`config.mk`:
```
export PLATFORM = sky130hd
export DESIGN_NAME = rx_unpack
export DESIGN_NICKNAME = d
export VERILOG_FILES = /design/src/rtl/rx_unpack.sv
export SDC_FILE = /design/constraint.sdc
export NUM_CORES = 1
export LEC_CHECK = 0
export CORE_MARGIN = 5
export CORE_UTILIZATION = 45
export DETAILED_ROUTE_END_ITERATION = 12
export HOLD_SLACK_MARGIN = 0.03
export PLACE_DENSITY = 0.7
export RECOVER_POWER = 25
export SETUP_SLACK_MARGIN = 0.4
export SKIP_LAST_GASP = 1
export SYNTH_ARGS = -nofsm -noshare
export SYNTH_HDL_FRONTEND = slang
export SYNTH_SLANG_ARGS = --single-unit
```
`constraint.sdc`:
```
create_clock -name clk -period 4.83 [get_ports clk]
set_input_delay 1.2075 -clock clk [delete_from_list [all_inputs] [get_ports clk]]
set_output_delay 1.2075 -clock clk [all_outputs]
set_load 0.1 [all_outputs]
```
`src/rtl/rx_unpack.sv`:
```
// rx_unpack: reassembles an 8-word node-info packet from a valid/ready word
// stream, validates the packet-type word and holds the decoded fields until
// the consumer acknowledges them. Malformed or stalled packets are dropped.
module rx_unpack #(
  parameter int unsigned           WORD_WIDTH = 16,
  parameter int unsigned           PKT_WORDS  = 8,
  parameter int unsigned           GAP_LIMIT  = 15,
  parameter logic [WORD_WIDTH-1:0] BCAST_ID   = {WORD_WIDTH{1'b1}}
) (
  input  logic                  clk,
  input  logic                  rst,
  input  logic                  en,
  input  logic                  rx_valid,
  input  logic [WORD_WIDTH-1:0] rx_data,
  output logic                  rx_ready,
  input  logic [WORD_WIDTH-1:0] myNodeID,
  input  logic                  pkt_ack,
  output logic                  pkt_valid,
  output logic                  pkt_err,
  output logic [WORD_WIDTH-1:0] fSourceID,
  output logic [WORD_WIDTH-1:0] fEnergyLeft,
  output logic [WORD_WIDTH-1:0] fQValue,
  output logic [WORD_WIDTH-1:0] fSourceHops,
  output logic [WORD_WIDTH-1:0] fDestinationID,
  output logic [WORD_WIDTH-1:0] fChosenCH,
  output logic [WORD_WIDTH-1:0] fHopsFromCH,
  output logic [2:0]            fPacketType,
  output logic                  iAmDestination,
  output logic                  iAmBroadcast
);

  localparam int unsigned     IdxW    = $clog2(PKT_WORDS);
  localparam int unsigned     GapW    = $clog2(GAP_LIMIT + 1);
  localparam logic [IdxW-1:0] LastIdx = IdxW'(PKT_WORDS - 1);
  localparam logic [GapW-1:0] GapLast = GapW'(GAP_LIMIT - 1);

  localparam logic [1:0] StIdle = 2'd0;
  localparam logic [1:0] StRecv = 2'd1;
  localparam logic [1:0] StHold = 2'd2;

  logic [1:0]            state_q, state_d;
  logic [IdxW-1:0]       idx_q, idx_d;
  logic [GapW-1:0]       gap_q, gap_d;
  logic [WORD_WIDTH-1:0] buf_q [PKT_WORDS];

  logic accept;
  logic commit;
  logic drop;
  logic type_ok;

  // Handshake: ready depends on state; held low while reset is asserted.
  always_comb begin
    rx_ready = 1'b0;
    if (!rst) begin
      case (state_q)
        StIdle:  rx_ready = en;
        StRecv:  rx_ready = 1'b1;
        default: rx_ready = 1'b0;
      endcase
    end
  end

  assign pkt_valid = (state_q == StHold);
  assign accept    = rx_valid && rx_ready;
  // Word 5 is already in the buffer by the time word 7 arrives.
  assign type_ok   = (buf_q[5][WORD_WIDTH-1:3] == '0) && (buf_q[5][2:0] != 3'b111);

  // Next-state: packet sequencing, gap timeout and commit/drop decisions.
  always_comb begin
    state_d = state_q;
    idx_d   = idx_q;
    gap_d   = gap_q;
    commit  = 1'b0;
    drop    = 1'b0;
    case (state_q)
      StIdle: begin
        if (accept) begin
          idx_d   = IdxW'(1);
          gap_d   = '0;
          state_d = StRecv;
        end
      end
      StRecv: begin
        if (accept) begin
          gap_d = '0;
          if (idx_q == LastIdx) begin
            idx_d = '0;
            if (type_ok) begin
              commit  = 1'b1;
              state_d = StHold;
            end else begin
              drop    = 1'b1;
              state_d = StIdle;
            end
          end else begin
            idx_d = idx_q + IdxW'(1);
          end
        end else if (gap_q == GapLast) begin
          drop    = 1'b1;
          idx_d   = '0;
          gap_d   = '0;
          state_d = StIdle;
        end else begin
          gap_d = gap_q + GapW'(1);
        end
      end
      StHold: begin
        if (pkt_ack) state_d = StIdle;
      end
      default: state_d = StIdle;
    endcase
  end

  // State, shadow buffer and committed output fields.
  always_ff @(posedge clk) begin
    if (rst) begin
      state_q        <= StIdle;
      idx_q          <= '0;
      gap_q          <= '0;
      pkt_err        <= 1'b0;
      for (int i = 0; i < PKT_WORDS; i++) buf_q[i] <= '0;
      fSourceID      <= '0;
      fEnergyLeft    <= '0;
      fQValue        <= '0;
      fSourceHops    <= '0;
      fDestinationID <= '0;
      fChosenCH      <= '0;
      fHopsFromCH    <= '0;
      fPacketType    <= 3'b111;
      iAmDestination <= 1'b0;
      iAmBroadcast   <= 1'b0;
    end else begin
      state_q <= state_d;
      idx_q   <= idx_d;
      gap_q   <= gap_d;
      pkt_err <= drop;
      if (accept) buf_q[idx_q] <= rx_data;
      if (commit) begin
        // Word 7 is taken straight from the bus on the commit cycle.
        fSourceID      <= buf_q[0];
        fEnergyLeft    <= buf_q[1];
        fQValue        <= buf_q[2];
        fSourceHops    <= buf_q[3];
        fDestinationID <= buf_q[4];
        fPacketType    <= buf_q[5][2:0];
        fChosenCH      <= buf_q[6];
        fHopsFromCH    <= rx_data;
        iAmDestination <= (buf_q[4] == myNodeID);
        iAmBroadcast   <= (buf_q[4] == BCAST_ID);
      end
    end
  end

endmodule
```
* Yosys cells after proc, flatten, opt, wreduce, memory -nomap -nowiden
Memories as Yosys holds them, arrays and structs flattened. A register that Yosys moved wholly into a read port is not among the register bits.
Cells that the tools add are included.
** Cells by class
- Add/subtract/negate cells :: 2
- $mul :: 0
- Div/mod/pow operators :: 0
- $lt $le $gt $ge :: 0
- Equal/unequal tests :: 11
- Shift-type cells :: 0
- Muxes and demuxes :: 34
- Bitwise logic cells :: 1
- Reductions and logical operators :: 10
** Operator list (count)
- $eq A16 B16 Y1 :: 1
- $eq A16 B16 Y1 const B :: 1
- $mux W16 :: 1
- $reduce_or A16 Y1 :: 1
- $mux W1 :: 15
- $mux W3 :: 5
- $logic_not A13 Y1 :: 1
- $mux W2 :: 6
- $mux W4 :: 3
- $ne A3 B3 Y1 const B :: 3
- $pmux W4 S2 :: 1
- $pmux W2 S3 :: 1
- $pmux W3 S2 :: 1
- $add A4 B1 Y4 const B :: 1
- $eq A4 B4 Y1 const B :: 1
- $ne A2 B2 Y1 const B :: 2
- $reduce_and A4 Y1 :: 1
- $add A3 B1 Y3 const B :: 1
- $eq A3 B3 Y1 const B :: 1
- $reduce_and A3 Y1 :: 1
- $eq A2 B1 Y1 const B :: 1
- $eq A2 B2 Y1 const B :: 1
- $logic_and A1 B1 Y1 :: 2
- $logic_not A2 Y1 :: 1
- 5 further kinds :: 5
** Word-level totals
- Flip-flop bits (word level) :: 47
- Bits in latches :: 0
- Memory bits (writable) :: 128
- ROM bits :: 0
- Input bits :: 37
- Output and inout port bits :: 120
- Logic and storage cells :: 68
- Memories kept :: 1
** Memory list
- buf_q :: depth 8, width 16, rd ports 7, clocked after Yosys merged registers in 5, wr ports 8, line 44 : logic [WORD_WIDTH-1:0] buf_q [PKT_WORDS];

* Logic depth before layout (Yosys ltp)
- Word-level depth :: 9
- Depth in mapped cells :: 8
- Gate-level depth less buffers :: 6

* Worst setup path after synthesis
OpenSTA, ideal clock, no wires.
- Path type :: in2out
- Start point :: input rst
- End point :: output rx_ready
- Arrival time :: 3616 ps
- Data required time :: 3623 ps
- Path slack :: 6 ps
- Stages on the path :: 3
- Path buffers :: 2
- Path through :: buf_2 clkbuf_1 nor3_1
** Between the ends
- Cells in the longest elaborated chain, start to end :: 1
** Ends and longest elaborated chain
- start: declaration :: line 11 : input logic rst,
- $mux W1 :: line 54 : if (!rst) begin
- end: declaration :: line 15 : output logic rx_ready,
No other way between the ends.

* Worst setup path after layout
- Start point :: input rst
- End point :: register fDestinationID[14], read port of buf_q
** Between the ends
- Cells in the longest elaborated chain, start to end :: 4
** Ends and longest elaborated chain
- $mux W1 :: line 54
- $logic_and A1 B1 Y1 :: line 64 : assign accept = rx_valid && rx_ready;
- $mux W1 :: line 84 : if (accept) begin
- $mux W1 :: line 75 : case (state_q)
- end: declaration :: line 24 : output logic [WORD_WIDTH-1:0] fDestinationID,
Parallel ways exist; a longest one is shown, timed or not.
A chain may end at the register's enable or synchronous reset.

==> impl_metrics.json <==
{
  "rows": 51,
  "total_leakage_power_nw": 3.937,
  "htreeDepth": 1,
  "rrSetupSlack_ps": 1650,
  "cts_hold_buffers": 0,
  "critPathMaxFanout": 71,
  "clockBufferDepth": 3,
  "netlist_area_um2": 8981,
  "coreArea_um2": 19530,
  "fmax_ghz": 0.2618,
  "dpl_cell_area_um2": 10740,
  "finalMaxSlewViolations": 49,
  "synth.most_common_cell": "nand2_1",
  "num_vias": 6355,
  "synth_area_leaders": "edfxtp_1 (37%), dfxtp_1 (28%), nand2_1 (10%)",
  "gp_congestion": 0.7733,
  "postSynthCellCount": 852,
  "worstPathCellList": "buf_4, and4bb_1, nand2_1, or3_1, buf_12, nand2_1, a21oi_1",
  "wl_mm": 22.58,
  "cap_violations": 1,
  "internal_power_mw": 3.196,
  "antenna_found_initial": 2,
  "setup_tns_ps": 0,
  "grt-ovfl-total": 0,
  "min_path_type": "register to register",
  "drt-initial-drc-count": 348,
  "r2r_cells": 7,
  "synth_ff_type": "dfxtp_1",
  "utilization": 0.5868,
  "switching_share": 0.2144,
  "r2r-end": "fDestinationID[14]",
  "synth_seq_cells": 239,
  "die_w_um": 151.3,
  "tightest_slew_ps": 1867,
  "clkPwrFrac": 0.433,
  "violations": "capacitance limit, slew limit",
  "synth_common_cells": "nand2_1 (239), dfxtp_1 (127), a21oi_1 (120)",
  "synthDistinctLibCells": 36,
  "status": "complete, but fails checks",
  "track_usage": 0.1952,
  "yosysWarnings": 0,
  "syn_area_per_cell_um2": 10.54,
  "fin_crit_sh": 0.7907,
  "worstSkewPairLatency_ps": 510,
  "vdd.ir_drop.worst_mv": 0.2854,
  "wl_per_cell_um": 17.67,
  "r2r_start": "idx_q[0]",
  "rsz0062_at_grt": "no",
  "synth.net_count": 893,
  "hold_viol_final": 0,
  "antennaDiodeCount": 0,
  "dieArea_um2": 22880,
  "switchingPower_uw": 872.0,
  "io_pins": 157,
  "cts_root_buf": "clkbuf_16",
  "dpl.hpwl_mm": 13.96,
  "antenna_left": 0,
  "synth.top_cell.area_share": 0.3745,
  "final_area_um2": 11460,
  "ys_seq_area_frac": 0.6576,
  "finalCriticalPeriod_ps": 3819,
  "portBuffers": 156,
  "postCtsSetupRepairBufs": 0,
  "nets": 1035,
  "end_kind": "register",
  "cts.sinks": 239,
  "grt_pass1_wl_mm": 34.40,
  "synth_edf_count": 112,
  "syn2layout_area_growth_pct": 27.58,
  "ctsResizeCount": 0,
  "slew_headroom": -0.2444,
  "start_util": 0.4600,
  "hp-start": "fSourceID[12]",
  "dr.pass1.iters": 4,
  "seq_power_share": 0.534,
  "dpl.cell_count": 1232,
  "drive_above_1_share": 0.05429,
  "power_mw": 4.068,
  "power_density_nw_per_um2": 355.0,
  "p_comb_frac": 0.033,
  "drc": 0,
  "start_kind": "primary input",
  "setup_viol": 0,
  "cts_buffers": 25,
  "routed_via_density": 4.973,
  "cp.arrival_ps": 4250,
  "instances_no_fill": 1278,
  "cts_tree": "done",
  "grt_pass1_vias": 6114,
  "grt_max_degree": 84,
  "fin_worst_skew_ps": 8.602,
  "async_reset_ff_frac": 0,
  "clkTransAtPathRegs_ps": 60,
  "fillerInstances": 1723,
  "cp_common_cell": "nand2_1",
  "yosysTopAreaCell": "edfxtp_1",
  "min_delay_path_depth": 2,
  "whs_endpoint": "fSourceID[12]",
  "critPathKind": "primary input to register",
  "slowest_stage": "or3_1",
  "crit_required_ps": 5260,
  "critPathMaxStageDelay_ps": 1390,
  "die_y_um": 151.3
}
[power by group through the flow]
stage	logic, mW	registers, mW	clock network, mW
2_1_floorplan	0.0625	2.21	0
3_3_place_gp	0.137	2.22	0
3_5_place_dp	0.139	2.22	0
4_1_cts	0.139	2.17	1.80
5_1_grt	0.146	2.17	1.88
6_report	0.136	2.17	1.76
[per-layer routing]
metal  GRT usage  vias up  routed length [um]
met1      0.2673     3046                9765
li1            -     3123                   -
met2      0.3214      159               10850
met4     0.04170        0                 341
met3     0.04159       27                1623
met5           0        -                   0
[registers in the layout, indices dropped and copies added, names as in the netlist]
register and cells:
fQValue 16, fSourceID 16, gap_q 4, fHopsFromCH 16
iAmDestination 1, fChosenCH 16, fSourceHops 16, fEnergyLeft 16
idx_q 3, state_q 2, pkt_err 1, iAmBroadcast 1
fPacketType 3, fDestinationID 16, buf_q 112
[stage by stage]
stage	hold WS, ps	setup WS [ps]
2_1_floorplan	459.2	875.0
3_3_place_gp	436.8	1174
4_1_cts	450.8	1285
3_5_place_dp	443.2	1100
5_1_grt	463.2	754.3
6_report	447.3	1011
[layout by cell type (no fill, tap or decap), types with 2 or more instances in the layout]
master           Yosys  routed
xor2_1              13      13
nand4_1              5       5
nor3_2               4       2
inv_1                2       2
and2_0               0      33
clkinv_1             0       4
a22o_1               2       2
and2_1             112      79
clkbuf_1            29       9
clkbuf_16            0      25
or2_2                7       7
dfxtp_1            127     127
nand2_1            239     239
a21oi_1            120     120
nand3_1              4       4
o21ai_0              3       4
clkdlybuf4s50_1      0     153
or3_1                2       2
clkinv_2             0       8
clkbuf_8             0       3
buf_4                1       5
nand2b_1             2       2
ha_1                 4       4
xnor2_1              5       5
nor2_1              10      10
nand3b_1             4       4
nor4_1               5       5
nor3_1               7       9
edfxtp_1           112     112
[cell families after synthesis]
group,count (synthesis),synth area share
compound gates,132,0.07593
xor+xnor,18,0.01755
fa+ha+maj,4,0.005573
buf+inv,52,0.02494
flops,239,0.6576
simple gates,407,0.2184
[critical path: cells and delay by family]
family | cells | cell delay, ps
simple gates | 4 | 1960
buf+inv | 2 | 830
compound gates | 1 | 140
[how the worst max path moves through the flow]
| stage | from | end | slack (ps) |
|---|---|---|---|
| 2_1_floorplan | rst | rx_ready | 870 |
| 3_3_place_gp | en | buf_q[5][15] | 1170 |
| 3_5_place_dp | en | buf_q[5][2] | 1100 |
| 4_1_cts | state_q[1] | pkt_valid | 1290 |
| 5_1_grt | rst | fSourceID[1] | 750 |
| 6_report | rst | fDestinationID[14] | 1010 |
[area by class of cell]
class | count | area [um^2] | area share
clock buffers | 32 | 681.9 | 0.05951
flip-flops and latches | 239 | 5906 | 0.5154
well taps | 265 | 331.6 | 0.02894
multi-input cells | 561 | 2841 | 0.2480
repair buffers | 165 | 1618 | 0.1412
inverters | 2 | 7.507 | 0.0006552
clock inverters | 14 | 72.57 | 0.006333
No activity file was read; power rests on OpenSTA's default activity.
